===== src/rtl/riscy_pkg.sv =====
// Shared phase encodings, opcode constants and strobe bundle for the riscy sequencer.
package riscy_pkg;

    localparam int unsigned CMD_W   = 32;
    localparam int unsigned OP_W    = 4;
    localparam int unsigned PHASE_W = 3;

    typedef enum logic [PHASE_W-1:0] {
        PH_FETCH   = 3'b000,
        PH_DECODE  = 3'b001,
        PH_EXECUTE = 3'b010,
        PH_STORE   = 3'b011,
        PH_WAIT    = 3'b100,
        PH_HALT    = 3'b111
    } phase_t;

    localparam logic [OP_W-1:0] OP_NOP = 4'h0;
    localparam logic [OP_W-1:0] OP_LDA = 4'h1;
    localparam logic [OP_W-1:0] OP_LDB = 4'h2;
    localparam logic [OP_W-1:0] OP_ALU = 4'h3;
    localparam logic [OP_W-1:0] OP_STR = 4'h4;
    localparam logic [OP_W-1:0] OP_IN  = 4'h5;
    localparam logic [OP_W-1:0] OP_OUT = 4'h6;
    localparam logic [OP_W-1:0] OP_DIR = 4'h7;
    localparam logic [OP_W-1:0] OP_JMP = 4'h8;
    localparam logic [OP_W-1:0] OP_JZ  = 4'h9;
    localparam logic [OP_W-1:0] OP_JC  = 4'hA;
    localparam logic [OP_W-1:0] OP_HLT = 4'hF;

    typedef struct packed {
        logic ir_en;
        logic pc_en;
        logic pc_load;
        logic a_en;
        logic b_en;
        logic alu_en;
        logic alu_oe;
        logic ram_cs;
        logic ram_oe;
        logic rdr_en;
        logic imm_oe;
        logic port_en;
        logic port_rd;
        logic pdr_en;
    } strobes_t;

    // Phase that follows a completed (non-stalled) phase.
    function automatic phase_t next_phase(input phase_t p, input logic [OP_W-1:0] op);
        case (p)
            PH_FETCH:   return PH_DECODE;
            PH_DECODE:  return PH_EXECUTE;
            PH_EXECUTE: return (op == OP_HLT) ? PH_HALT : PH_STORE;
            default:    return PH_FETCH;
        endcase
    endfunction

endpackage


===== src/rtl/riscy_decode.sv =====
// Combinational strobe decode from phase, opcode, immediate flag and ALU flags.
module riscy_decode
    import riscy_pkg::*;
(
    input  phase_t          phase,
    input  logic [OP_W-1:0] op,
    input  logic            imm,
    input  logic            zf,
    input  logic            cf,
    input  logic            mem_rdy,
    output strobes_t        strb
);

    always_comb begin
        strb = '0;
        case (phase)
            PH_FETCH:  strb.ir_en = 1'b1;
            PH_DECODE: strb.pc_en = (op != OP_HLT);
            PH_EXECUTE: begin
                case (op)
                    OP_LDA, OP_LDB: begin
                        strb.a_en = (op == OP_LDA);
                        strb.b_en = (op == OP_LDB);
                        if (imm) begin
                            strb.imm_oe = 1'b1;
                        end else begin
                            strb.ram_cs = 1'b1;
                            strb.ram_oe = 1'b1;
                        end
                    end
                    OP_ALU: strb.alu_en  = 1'b1;
                    OP_STR: strb.ram_cs  = 1'b1;
                    OP_IN: begin
                        strb.port_rd = 1'b1;
                        strb.a_en    = 1'b1;
                    end
                    OP_OUT: strb.port_en = 1'b1;
                    OP_DIR: strb.pdr_en  = 1'b1;
                    OP_JMP: strb.pc_load = 1'b1;
                    OP_JZ:  strb.pc_load = zf;
                    OP_JC:  strb.pc_load = cf;
                    default: ;
                endcase
            end
            PH_STORE: begin
                case (op)
                    OP_ALU: begin
                        strb.alu_oe = 1'b1;
                        strb.a_en   = 1'b1;
                    end
                    OP_STR: begin
                        strb.ram_cs = 1'b1;
                        strb.rdr_en = 1'b1;
                    end
                    default: ;
                endcase
            end
            default: ;
        endcase
        // Register loads fire only in the cycle the RAM access actually completes.
        if (strb.ram_cs && !mem_rdy) begin
            strb.a_en    = 1'b0;
            strb.b_en    = 1'b0;
            strb.pc_load = 1'b0;
        end
    end

endmodule


===== src/rtl/riscy_sequencer.sv =====
// Instruction phase sequencer: FETCH/DECODE/EXECUTE/STORE with RAM wait-state and halt.
module riscy_sequencer
    import riscy_pkg::*;
(
    input  logic               clk,
    input  logic               rst,
    input  logic [CMD_W-1:0]   cmd,
    input  logic               cf,
    input  logic               zf,
    input  logic               mem_rdy,
    output logic [PHASE_W-1:0] phase,
    output logic               ir_en,
    output logic               pc_en,
    output logic               pc_load,
    output logic               a_en,
    output logic               b_en,
    output logic               alu_en,
    output logic               alu_oe,
    output logic               ram_cs,
    output logic               ram_oe,
    output logic               rdr_en,
    output logic               imm_oe,
    output logic               port_en,
    output logic               port_rd,
    output logic               pdr_en,
    output logic               halted
);

    phase_t          state_q, state_d;
    phase_t          ret_q, ret_d;
    logic [OP_W-1:0] op_q, op_d;
    logic            imm_q, imm_d;
    phase_t          eff_phase;
    logic [OP_W-1:0] op_sel;
    logic            imm_sel;
    logic            stall;
    strobes_t        strb;
    strobes_t        strb_out;
    logic            cmd_unused;

    assign cmd_unused = ^cmd[26:0];

    // WAIT replays the strobes of the phase it is standing in for.
    assign eff_phase = (state_q == PH_WAIT) ? ret_q : state_q;
    assign op_sel    = (state_q == PH_DECODE) ? cmd[31:28] : op_q;
    assign imm_sel   = (state_q == PH_DECODE) ? cmd[27] : imm_q;
    assign stall     = strb.ram_cs & ~mem_rdy;

    riscy_decode u_decode (
        .phase   (eff_phase),
        .op      (op_sel),
        .imm     (imm_sel),
        .zf      (zf),
        .cf      (cf),
        .mem_rdy (mem_rdy),
        .strb    (strb)
    );

    always_ff @(posedge clk) begin
        if (rst) begin
            state_q <= PH_FETCH;
            ret_q   <= PH_FETCH;
            op_q    <= OP_NOP;
            imm_q   <= 1'b0;
        end else begin
            state_q <= state_d;
            ret_q   <= ret_d;
            op_q    <= op_d;
            imm_q   <= imm_d;
        end
    end

    always_comb begin
        state_d = state_q;
        ret_d   = ret_q;
        op_d    = op_q;
        imm_d   = imm_q;
        case (state_q)
            PH_HALT: state_d = PH_HALT;
            PH_WAIT: begin
                if (mem_rdy) state_d = next_phase(ret_q, op_q);
            end
            PH_FETCH, PH_DECODE, PH_EXECUTE, PH_STORE: begin
                if (stall) begin
                    state_d = PH_WAIT;
                    ret_d   = state_q;
                end else begin
                    state_d = next_phase(state_q, op_sel);
                end
            end
            default: state_d = PH_FETCH;
        endcase
        // Instruction is frozen at the end of DECODE; later CMD changes are ignored.
        if (state_q == PH_DECODE) begin
            op_d  = cmd[31:28];
            imm_d = cmd[27];
        end
    end

    assign strb_out = rst ? '0 : strb;

    assign phase   = state_q;
    assign ir_en   = strb_out.ir_en;
    assign pc_en   = strb_out.pc_en;
    assign pc_load = strb_out.pc_load;
    assign a_en    = strb_out.a_en;
    assign b_en    = strb_out.b_en;
    assign alu_en  = strb_out.alu_en;
    assign alu_oe  = strb_out.alu_oe;
    assign ram_cs  = strb_out.ram_cs;
    assign ram_oe  = strb_out.ram_oe;
    assign rdr_en  = strb_out.rdr_en;
    assign imm_oe  = strb_out.imm_oe;
    assign port_en = strb_out.port_en;
    assign port_rd = strb_out.port_rd;
    assign pdr_en  = strb_out.pdr_en;
    assign halted  = (state_q == PH_HALT);

endmodule

===== config.mk =====
export PLATFORM = sky130hd
export DESIGN_NAME = riscy_sequencer
export DESIGN_NICKNAME = d
export VERILOG_FILES = /design/src/rtl/riscy_pkg.sv /design/src/rtl/riscy_decode.sv /design/src/rtl/riscy_sequencer.sv
export SDC_FILE = /design/constraint.sdc
export NUM_CORES = 1
export LEC_CHECK = 0
export BUFFER_PORTS_ARGS = -buffer_cell sky130_fd_sc_hd__buf_2
export CAP_MARGIN = 30
export CORE_MARGIN = 3
export CORE_UTILIZATION = 46
export CTS_CLUSTER_DIAMETER = 30
export CTS_CLUSTER_SIZE = 14
export DETAILED_ROUTE_END_ITERATION = 8
export PLACE_DENSITY = 0.95
export SLEW_MARGIN = 20
export SYNTH_ARGS = -nofsm -noshare
export SYNTH_HDL_FRONTEND = slang
export SYNTH_HIERARCHICAL = 1
export SYNTH_SLANG_ARGS = --single-unit

===== constraint.sdc =====
create_clock -name clk -period 3.9 [get_ports clk]
set_input_delay 0.585 -clock clk [delete_from_list [all_inputs] [get_ports clk]]
set_output_delay 0.585 -clock clk [all_outputs]
set_load 0.02 [all_outputs]

==> flow_summary.json <==
{
  "ir_drop_mv": 0.191,
  "io_pins": 55,
  "rsz0062_at_grt": "no",
  "fmaxAchievable_mhz": 286,
  "totalPowerFinal_w": 0.000465,
  "drt_iter0_drc": 36,
  "die_w_um": 50.4,
  "path_clk_slew_ns": 0.08,
  "cts_resized": 0,
  "clockBufferDepth": 2,
  "setup_viol": 0,
  "startpoint_type": "register",
  "drv_slew": 0,
  "power_density_nw_per_um2": 433,
  "die_area_um2": 2540,
  "yosysSeqAreaShare_pct": 24.3,
  "drive_gt1_share_pct": 29.0,
  "synth_warnings": 6,
  "status": "completed",
  "cts_tree": "built",
  "insertion_delay_ns": 0.29,
  "port_buffers": 27,
  "grt_usage_pct": 19.6,
  "numCtsBuffers": 3,
  "grt_max_degree": 28,
  "grt_pass1_vias": 835,
  "via_per_inst": 5.55,
  "worstPathMaxFanout": 15,
  "core_um2": 1800,
  "worstPathCellList": "nor3b_4 -> mux2_1 -> or4_1 -> o41a_1 -> nor2b_1 -> buf_2",
  "clock_sinks": 11,
  "root_buffer": "clkbuf_4",
  "multi_input_area_um2": 646,
  "regArea_um2": 220,
  "ctsHtreeMaxLevel": 1,
  "arrival_ns": 2.92,
  "routed_wl_mm": 2.27,
  "synthesis.area_um2": 907,
  "initial_core_util_pct": 50.3,
  "syn_to_final_growth_pct": 18.3,
  "synth_seq_cells": 11,
  "finalCriticalPeriod_ns": 3.50,
  "grt_antenna_before_repair": 0,
  "wl_per_cell_um": 14.0,
  "grt-ovfl-total": 0,
  "hp-class": "register to register",
  "synth_area_leaders": "dfxtp_1 24%, nor2b_1 15%, nor2_1 4.6%",
  "num_vias": 905,
  "grt_pass1_wl_mm": 3.78,
  "tns_ns": 0,
  "critPathKind": "register to primary output",
  "crit_slowest_cell": "or4_1",
  "yosysTopAreaCell": "dfxtp_1",
  "syn_area_per_cell_um2": 8.03,
  "cts_hold_buf": 0,
  "end_kind": "primary output",
  "antenna_left": 0,
  "post-route-period-util_pct": 89.8,
  "worst_pin_slew_ns": 0.668,
  "drc": 0,
  "required_ns": 3.31,
  "synth_top_area_share_pct": 24.3,
  "max-slew-margin-rel_pct": 55.0,
  "netlist_instances": 113,
  "post_cts_buffers": 0,
  "synth.distinct_cells": 40,
  "nFillCells": 161,
  "hold_viol": 0,
  "maxCapViolations": 0,
  "regToRegSetupSlack_ns": 0.64,
  "diodes": 0,
  "synth_nets": 150,
  "dieHeight_um": 50.4,
  "leakage_nw": 0.451,
  "place.gp.congestion": 0.889,
  "hpwl_mm": 1.67,
  "fin_skew_ns": 0.00776,
  "layout.nets": 176,
  "max_stage_delay_ns": 0.65,
  "rows": 15,
  "drt_first_pass_iters": 4
}
## routing by layer
| metal | vias up | share of wire (%) | global-route usage [%] |
|---|---|---|---|
| met5 | - | 0 | 0 |
| met4 | 0 | 2.2 | 12.1 |
| met3 | 6 | 6.6 | 4.15 |
| met2 | 45 | 49 | 32.4 |
| met1 | 407 | 42 | 22.8 |
| li1 | 447 | - | - |
## cells by family (layout without fill, tap and decap cells)
logic type	Yosys count	count (layout)	synth area share, %
AO/OA/AOI/OAI	13	13	10.1
XOR/XNOR	3	3	2.90
buffers and inverters	9	34	4.55
AND/OR/NAND/NOR	70	70	49.4
flip-flops	11	11	24.3
multiplexers	7	7	8.83
## registers in the layout, indices dropped and copies added (netlist names)
signal / cells
op_q: 4
ret_q: 3
phase: 3
imm_q: 1
## final timing paths
path / depth (start not counted) / from / endpoint
setup / recovery: 6 / phase[2] / a_en
setup reg to reg: 8 / phase[2] / phase[2]
hold reg to reg: 1 / ret_q[2] / ret_q[2]
hold / removal: 1 / ret_q[2] / ret_q[2]
## power by group
part           internal (W)  switching (W)  total (W)
combinational      0.000101       0.000130   0.000231
clock             0.0000398      0.0000438  0.0000836
sequential         0.000127      0.0000230   0.000150
## layout by cell type (no fill, tap or decap), types with 2 or more instances in the layout
| cell type | n |
|---|---|
| nor4b_1 | 2 |
| a21oi_1 | 3 |
| inv_1 | 2 |
| clkbuf_4 | 3 |
| xnor2_1 | 3 |
| nor2b_1 | 22 |
| dfxtp_1 | 11 |
| and3_1 | 4 |
| nor3b_1 | 3 |
| mux2_1 | 3 |
| nand2_1 | 5 |
| nor4_1 | 2 |
| mux2i_1 | 2 |
| nor3_1 | 6 |
| o22ai_1 | 2 |
| nand2b_1 | 3 |
| and2_1 | 2 |
| nor2_1 | 11 |
| buf_2 | 27 |
## layout make-up
cell class              instances  share of cell area [%]
inverters                       2                   0.699
repair buffers                 28                    13.3
clock buffers                   4                    2.45
flip-flops and latches         11                    20.5
well taps                      25                    2.91
multi-input cells              93                    60.1
## cell usage after synthesis
cell and n:
nor2b_1 22, dfxtp_1 11, nor2_1 11, nor3_1 6, nand2_1 5, and3_1 4
a21oi_1 3, buf_2 3, clkbuf_1 3, mux2_1 3, nand2b_1 3, nor3b_1 3
xnor2_1 3, and2_1 2, inv_1 2, mux2i_1 2, nor4_1 2, nor4b_1 2
o22ai_1 2, a211oi_1 1, a311o_1 1, a311oi_1 1, a31o_2 1, buf_4 1
mux2_2 1, mux2_4 1, nand2b_4 1, nand4_1 1, nand4bb_1 1, nor3b_2 1
nor3b_4 1, nor4_4 1, o21ai_0 1, o21ai_1 1, o21bai_1 1, o41a_1 1
or2_2 1, or3_1 1, or3_2 1, or4_1 1
## critical path: cells and delay by family, from the launching register on
family | cells | cell delay [ns]
and+or+nand+nor | 3 | 1.19
DFF | 1 | 0.47
muxes | 1 | 0.44
AOI/OAI and AO/OA | 1 | 0.36
buffers and inverters | 1 | 0.18
## metrics by stage
step,cells,util (%),setup slack (ns),area [um2],hold slack (ns)
floorplan,113,-,0.967,907,0.497
global placement,159,58.1,0.772,1050,0.507
detailed placement,159,58.1,0.701,1050,0.526
CTS,163,59.6,0.396,1070,0.542
global route,163,59.6,0.240,1070,0.554
finish,163,59.6,0.398,1070,0.546
Power figures use the tool's default switching activity.
